`config.mk`:
```
export PLATFORM = sky130hd
export DESIGN_NAME = nibble_serial_adder_ctrl
export DESIGN_NICKNAME = d
export VERILOG_FILES = /design/src/rtl/nibble_serial_adder_ctrl.sv
export SDC_FILE = /design/constraint.sdc
export NUM_CORES = 1
export LEC_CHECK = 0
export BUFFER_PORTS_ARGS = -buffer_cell sky130_fd_sc_hd__buf_2
export CAP_MARGIN = 10
export CORE_MARGIN = 10
export CORE_UTILIZATION = 59
export DETAILED_ROUTE_END_ITERATION = 8
export PLACE_DENSITY_LB_ADDON = 0.05
export SYNTH_ARGS = -nofsm -noshare
export SYNTH_HDL_FRONTEND = slang
export SYNTH_SLANG_ARGS = --single-unit
```
`constraint.sdc`:
```
create_clock -name clk -period 7.1 [get_ports clk]
set_input_delay 1.42 -clock clk [delete_from_list [all_inputs] [get_ports clk]]
set_output_delay 1.42 -clock clk [all_outputs]
set_load 0.02 [all_outputs]
```
`src/rtl/nibble_serial_adder_ctrl.sv`:
```
// Serial 10-bit signed add/sub built from one 4-bit adder slice.
// Operands are sign-extended to 12 bits and processed one nibble per cycle.
module nibble_serial_adder_ctrl (
  input  logic       clk,
  input  logic       rst_n,
  input  logic       start,
  input  logic       op_sub,
  input  logic [9:0] A,
  input  logic [9:0] B,
  output logic       busy,
  output logic       done,
  output logic [9:0] Sum,
  output logic       Overflow
);

  typedef enum logic [2:0] {
    IDLE,
    NIB0,
    NIB1,
    NIB2,
    DONE
  } state_t;

  state_t      state;
  logic [11:0] opa;
  logic [11:0] opb;
  logic        carry;
  logic [7:0]  work;

  logic [3:0]  mux_a;
  logic [3:0]  mux_b;
  logic [3:0]  slice_sum;
  logic        slice_cout;

  always_comb begin
    mux_a = 4'd0;
    mux_b = 4'd0;
    case (state)
      NIB0: begin
        mux_a = opa[3:0];
        mux_b = opb[3:0];
      end
      NIB1: begin
        mux_a = opa[7:4];
        mux_b = opb[7:4];
      end
      NIB2: begin
        mux_a = opa[11:8];
        mux_b = opb[11:8];
      end
      default: ;
    endcase
  end

  // the single shared 4-bit adder slice
  assign {slice_cout, slice_sum} =
    {1'b0, mux_a} + {1'b0, mux_b} + {4'd0, carry};

  // res[10] always equals res[11] for sign-extended 10-bit inputs
  logic unused_res10;
  assign unused_res10 = slice_sum[2];

  always_ff @(posedge clk or negedge rst_n) begin
    if (!rst_n) begin
      state    <= IDLE;
      opa      <= 12'd0;
      opb      <= 12'd0;
      carry    <= 1'b0;
      work     <= 8'd0;
      busy     <= 1'b0;
      done     <= 1'b0;
      Sum      <= 10'd0;
      Overflow <= 1'b0;
    end else begin
      case (state)
        IDLE: begin
          if (start) begin
            opa   <= {{2{A[9]}}, A};
            opb   <= op_sub ? ~{{2{B[9]}}, B}
                            :  {{2{B[9]}}, B};
            carry <= op_sub;
            busy  <= 1'b1;
            state <= NIB0;
          end
        end
        NIB0: begin
          work[3:0] <= slice_sum;
          carry     <= slice_cout;
          state     <= NIB1;
        end
        NIB1: begin
          work[7:4] <= slice_sum;
          carry     <= slice_cout;
          state     <= NIB2;
        end
        NIB2: begin
          Sum      <= {slice_sum[1:0], work};
          Overflow <= slice_sum[3] ^ slice_sum[1];
          carry    <= 1'b0;
          done     <= 1'b1;
          state    <= DONE;
        end
        DONE: begin
          done  <= 1'b0;
          busy  <= 1'b0;
          state <= IDLE;
        end
        default: begin
          done  <= 1'b0;
          busy  <= 1'b0;
          state <= IDLE;
        end
      endcase
    end
  end

endmodule
```
* Yosys cells after proc, flatten, opt, wreduce, memory -nomap -nowiden
Cells that the tools add are included. Widths: inputs -> output; s select.
Word-level totals: logic and storage cells 37, register bits 47, output and inout port bits 13, input port bits 24
Operators by class: reductions and logical operators 8, muxes and demuxes 10, add/subtract/negate cells 2, eq/ne operators 4, bitwise logic cells 3
Operators by type and width (count):
- $pmux 4 s3 | 2
- $mux 12 | 1
- $not 12->12 | 1
- $pmux 3 s4 | 1
- $eq 3x2->1 const B | 2
- $reduce_and 2->1 | 3
- $reduce_or 3->1 | 2
- $add 4x4->5 | 1
- $add 5x1->5 | 1
- $pmux 1 s2 | 2
- $eq 3x1->1 const B | 1
- $logic_not 3->1 | 1
- $mux 3 | 1
- $pmux 1 s3 | 1
- $reduce_bool 3->1 | 1
- $mux 1 | 2
- $ne 2x2->1 const B | 1
- $reduce_or 2->1 | 1
- $not 1->1 | 1
- $xor 1x1->1 | 1

* Depth between registers and ports, before layout
word-level depth 5, gate-level depth with buffers 12, gate-level depth less buffers 10

* Worst setup path before layout
Ideal clock, no wire load.
kind flip-flop to flip-flop, from register state[1], to register Overflow, clock period less this slack 2.737 ns, data arrival time 2.613 ns, data required time 6.975 ns, path slack 4.363 ns, buffers on the path 2, library setup time 0.125 ns, cell stages (with the launch flop) 11, path through dfrtp_1 > buf_4 > nor2b_1 > buf_2 > a22oi_1 > or2_2 > fa_1 > inv_1 > fa_1 > xnor3_1 > mux2_2
Between the ends: word-level cells in the longest chain between the ends 5, elaborated cells between the ends (all ways) 8
Ends and longest elaborated chain:
- from (decl) | RTL line 24 | state_t state;
- from (signal assigned) | RTL line 65 | state <= IDLE;
- from (signal assigned) | RTL line 83 | state <= NIB0;
- from (signal assigned) | RTL line 89 | state <= NIB1;
- $eq 3x2->1 or $eq 3x1->1 (tied branches) | RTL line 38 | case (state)
- $pmux 4 s3 | RTL line 38
- $add 4x4->5 (*) | RTL line 57 | {1'b0, mux_a} + {1'b0, mux_b} + {4'd0, carry};
- $add 5x1->5 (*) | RTL line 57
- net slice_sum[1] | RTL line 32 | logic [3:0] slice_sum;
- $xor 1x1->1 (*) | RTL line 98 | Overflow <= slice_sum[3] ^ slice_sum[1];
- to (signal assigned) | RTL line 98
- to (decl) | RTL line 13 | output logic Overflow
Mark *: on every way through the listed nets, which the timed path passes. The rest lies on a longest branch. A chain may end at the register's enable or synchronous reset.

* Worst setup path after layout
Same ends and word-level chain as after synthesis.

==> results.md <==
* Status: completed
* Routability Congestion at 0.8998
* Main synth FF type: dfrtp_1
* Worst-case clock skew at between 0.008 and 0.009 ns
* TritonCTS Buffers at 5
* Syn Std Cell Area at between 2000 and 2500 sq um
* Initial DRC count at 110
* Final setup TNS at 0 ns
* Critical path, cell by cell: nor2b_1 > a22oi_1 > or2_2 > fa_1 > inv_1 > fa_1 > xnor3_1 > mux2_2
* Worst setup SP type: flip-flop
* Die H at between 80 and 90 um
* Die Width at roughly 80 um
* WHS Path Cells at 2
* Peak supply drop at 301.3 uV
* Post-route ant nets at 0
* PD cells at between 500 and 600 nW/um^2
* Vias in the first global route at about 1,600
* 1st-pass router iterations at 4
* CP top delay family: adder cells
* Yosys reg bits at 45
* Compound-Gate Fraction of Synth Area at 10.94%
* Largest family of logic cells by synthesized area: simple AND/OR/NAND/NOR gates
* Ys async rst share at 100.0%
* Final min period at ~3.4 ns
* All-Layer GR Usage at between 10% and 20%
* Kind of critical path: reg2reg
* Port Buf Inserts at 36
* Final Max Tran Viols at 0
* First-pass GRT wire length at a little over 7000 um
* Die Area at 6406 sq um
* Largest net degree at the start of global routing at between 40 and 50
* Synth cell count leaders: dfrtp_1 (45), nand2_1 (38), nor2_1 (18), o21ai_0 (18), mux2_2 (11)
* Cell repeated most along the worst path: fa_1
* Total clock sinks at 45
* Number of remaining DRC errors at 0
* Leakage dissipation at between 0.001 and 0.0015 uW
* Total congestion overflow at 0
* Slowest stage cell, crit path: dfrtp_1
* Initial Util at between 60% and 70%
* Worst-Margin Slew at between 0.9 and 1 ns
* WL/cell at between 10 and 15 um
* Design Area, Final at between 2000 and 2500 sq um
* WP depth at 8
* Worst Hold Class: reg2reg
* Critical Path Fanout Max at 18
* Routed vias/inst at approximately 5.3
* Max Cap Violations at 0
* Fin crit share at between 40 and 50%
* Ranking of synthesized cells by area: dfrtp_1 (53%), nand2_1 (6.7%), mux2_2 (5.8%)
* Arr. time, crit path at ~3.7 ns
* DP Cell Count at between 200 and 300
* Setup ws final at around 3.7 ns
* RSZ-0062 raised after global routing: no
* Worst reg2reg path depth at 8
* Register area at ~1100 sq um
* Final setup violation count at 0
* Worst Path Buf+Inv at 1
* Critical Path Sink Type: flip-flop
* Post-synthesis xor/xnor area fraction at approximately 6.4%
* Hpwl dp at 3096 um
* Via count at ~1,500
* Layout area overhead at 11.82%
* Layout cells sized above 1 at 25.52%
* Number of flops mapped to enable cells by yosys at 0
* Cell Area, Placed at about 2300 sq um
* Worst hold slack at approximately 0.48 ns
* Average size of a mapped cell at 10.38 sq um
* Post-synth cell types at 30
* Final Hold Fails at 0
* CTS tree: yes
* CTS clk-pin slew, worst paths at 0.13 ns
* Post-synthesis mux area share at slightly below 8%
* Achievable Freq at around 0.29 GHz
* Max-slew headroom at between 30% and 40%
* FP Rows at 21
* Top-count cell post-synth: dfrtp_1
* Non-Filler Instances at ~290
* Htree depth at 2
* Post-Synth Adder-Cell Area at 3.647%
* Mapped Cells at between 200 and 250
* Post-CTS Setup Inserts at 0
* Crit path required time at 7.35 ns
* Post-cts hold buffer count at 0
* Clock root buffer: clkbuf_4
* Post-Syn Nets at about 230
* Core area at roughly 3400 sq um
* Clk_lat worst skew at about 0.35 ns
* Yosys warning total at 0
* Crit-path max cell delay at ~0.75 ns
* DP Worst Slack at approximately 3.7 ns
* Top cell type's share of synthesized area at about 53%
* ANT cells at 0
* Post-synthesis sequential area ratio at 52.94%
* Routed wire length at 4107 um
* Fin nets at about 270
* Area of the multi-input gates at 900.9 sq um
* Area leader, netlist: dfrtp_1
* Synth Area in Simple Gates at about 13%
* Initial antenna violation count at 0
* Fillers at between 200 and 300
* Ports at 37
* CTS Buffer Depth at 2
* CTS-repair resized insts at 0
-- path summary, 6_finish.rpt --
path	to	slack [ns]	from
worst max-delay path	Overflow$_DFFE_PN0N_	3.65	state[1]$_DFFE_PN0P_
min in group asynchronous	opa[9]$_DFFE_PN0P_	1.20	rst_n
worst max register to register	Overflow$_DFFE_PN0N_	3.65	state[1]$_DFFE_PN0P_
max in group asynchronous	opb[8]$_DFFE_PN0P_	5.31	rst_n
worst min-delay path	Sum[7]$_DFFE_PN0N_	0.48	work[7]$_DFFE_PN0N_
worst min register to register	Sum[7]$_DFFE_PN0N_	0.48	work[7]$_DFFE_PN0N_
-- cell type report --
type / count / area share (%)
sequential: 45 / 47.34
multi-input combinational: 138 / 37.87
timing repair buffer: 37 / 7.891
tap: 46 / 2.420
clock buffer: 6 / 2.157
inverter: 11 / 1.736
clock inverter: 2 / 0.5786
-- power breakdown --
part	switching (uW)	total (uW)	leakage [uW]	internal (uW)
registers	91.9	472	0.000545	380
clock network	80.3	129	0.0000382	48.4
logic	313	595	0.000579	282
-- cell families after synthesis --
kind of cell    Yosys count
simple gates             64
flops                    45
compound gates           40
buf+inv                  22
mux                      15
xor+xnor                 14
fa+ha+maj                 5
-- cell usage in the layout, fill, tap and decap left out, drive strengths merged, types with 2 or more instances in the layout --
cell type  count
nor2b          2
buf           37
xor2           3
a21oi          9
fa             2
a22oi          8
clkbuf         6
dfrtp         45
ha             3
or2            2
o21a           2
inv           11
o21ai         18
nand2         38
nor2          18
mux2          14
xnor2         10
nand3b         2
clkinv         2
-- metrics by stage --
stage / util, % / power, uW
after floorplan: - / 938.5
after global placement: 67.73 / 1049
after detailed placement: 67.73 / 1078
after CTS: 69.63 / 1209
after global routing: 69.63 / 1317
final: 69.63 / 1195
-- layer usage --
layer,part of all wire [%],GRT usage [%],vias up,wire length [um]
li1,-,-,742,-
met1,45,18.08,710,1842
met2,46,21.59,43,1903
met3,6.7,4.842,7,276
met4,2.1,6.514,0,85
met5,0,0,-,0
-- registers in the layout, summed over array words and instances, names as in the netlist, 3 cells and up --
register	cells
Sum	10
opa	10
opb	10
state	3
work	8
-- worst reg2reg max path: cells and delay by family (launching register included) --
family          cells  cell delay, ns
fa+ha+maj           2            0.88
xor+xnor            1            0.35
buf+inv             1            0.10
compound gates      1            0.17
flops               1            0.75
mux                 1            0.27
simple gates        2            0.84
Power figures use the tool's default switching activity.
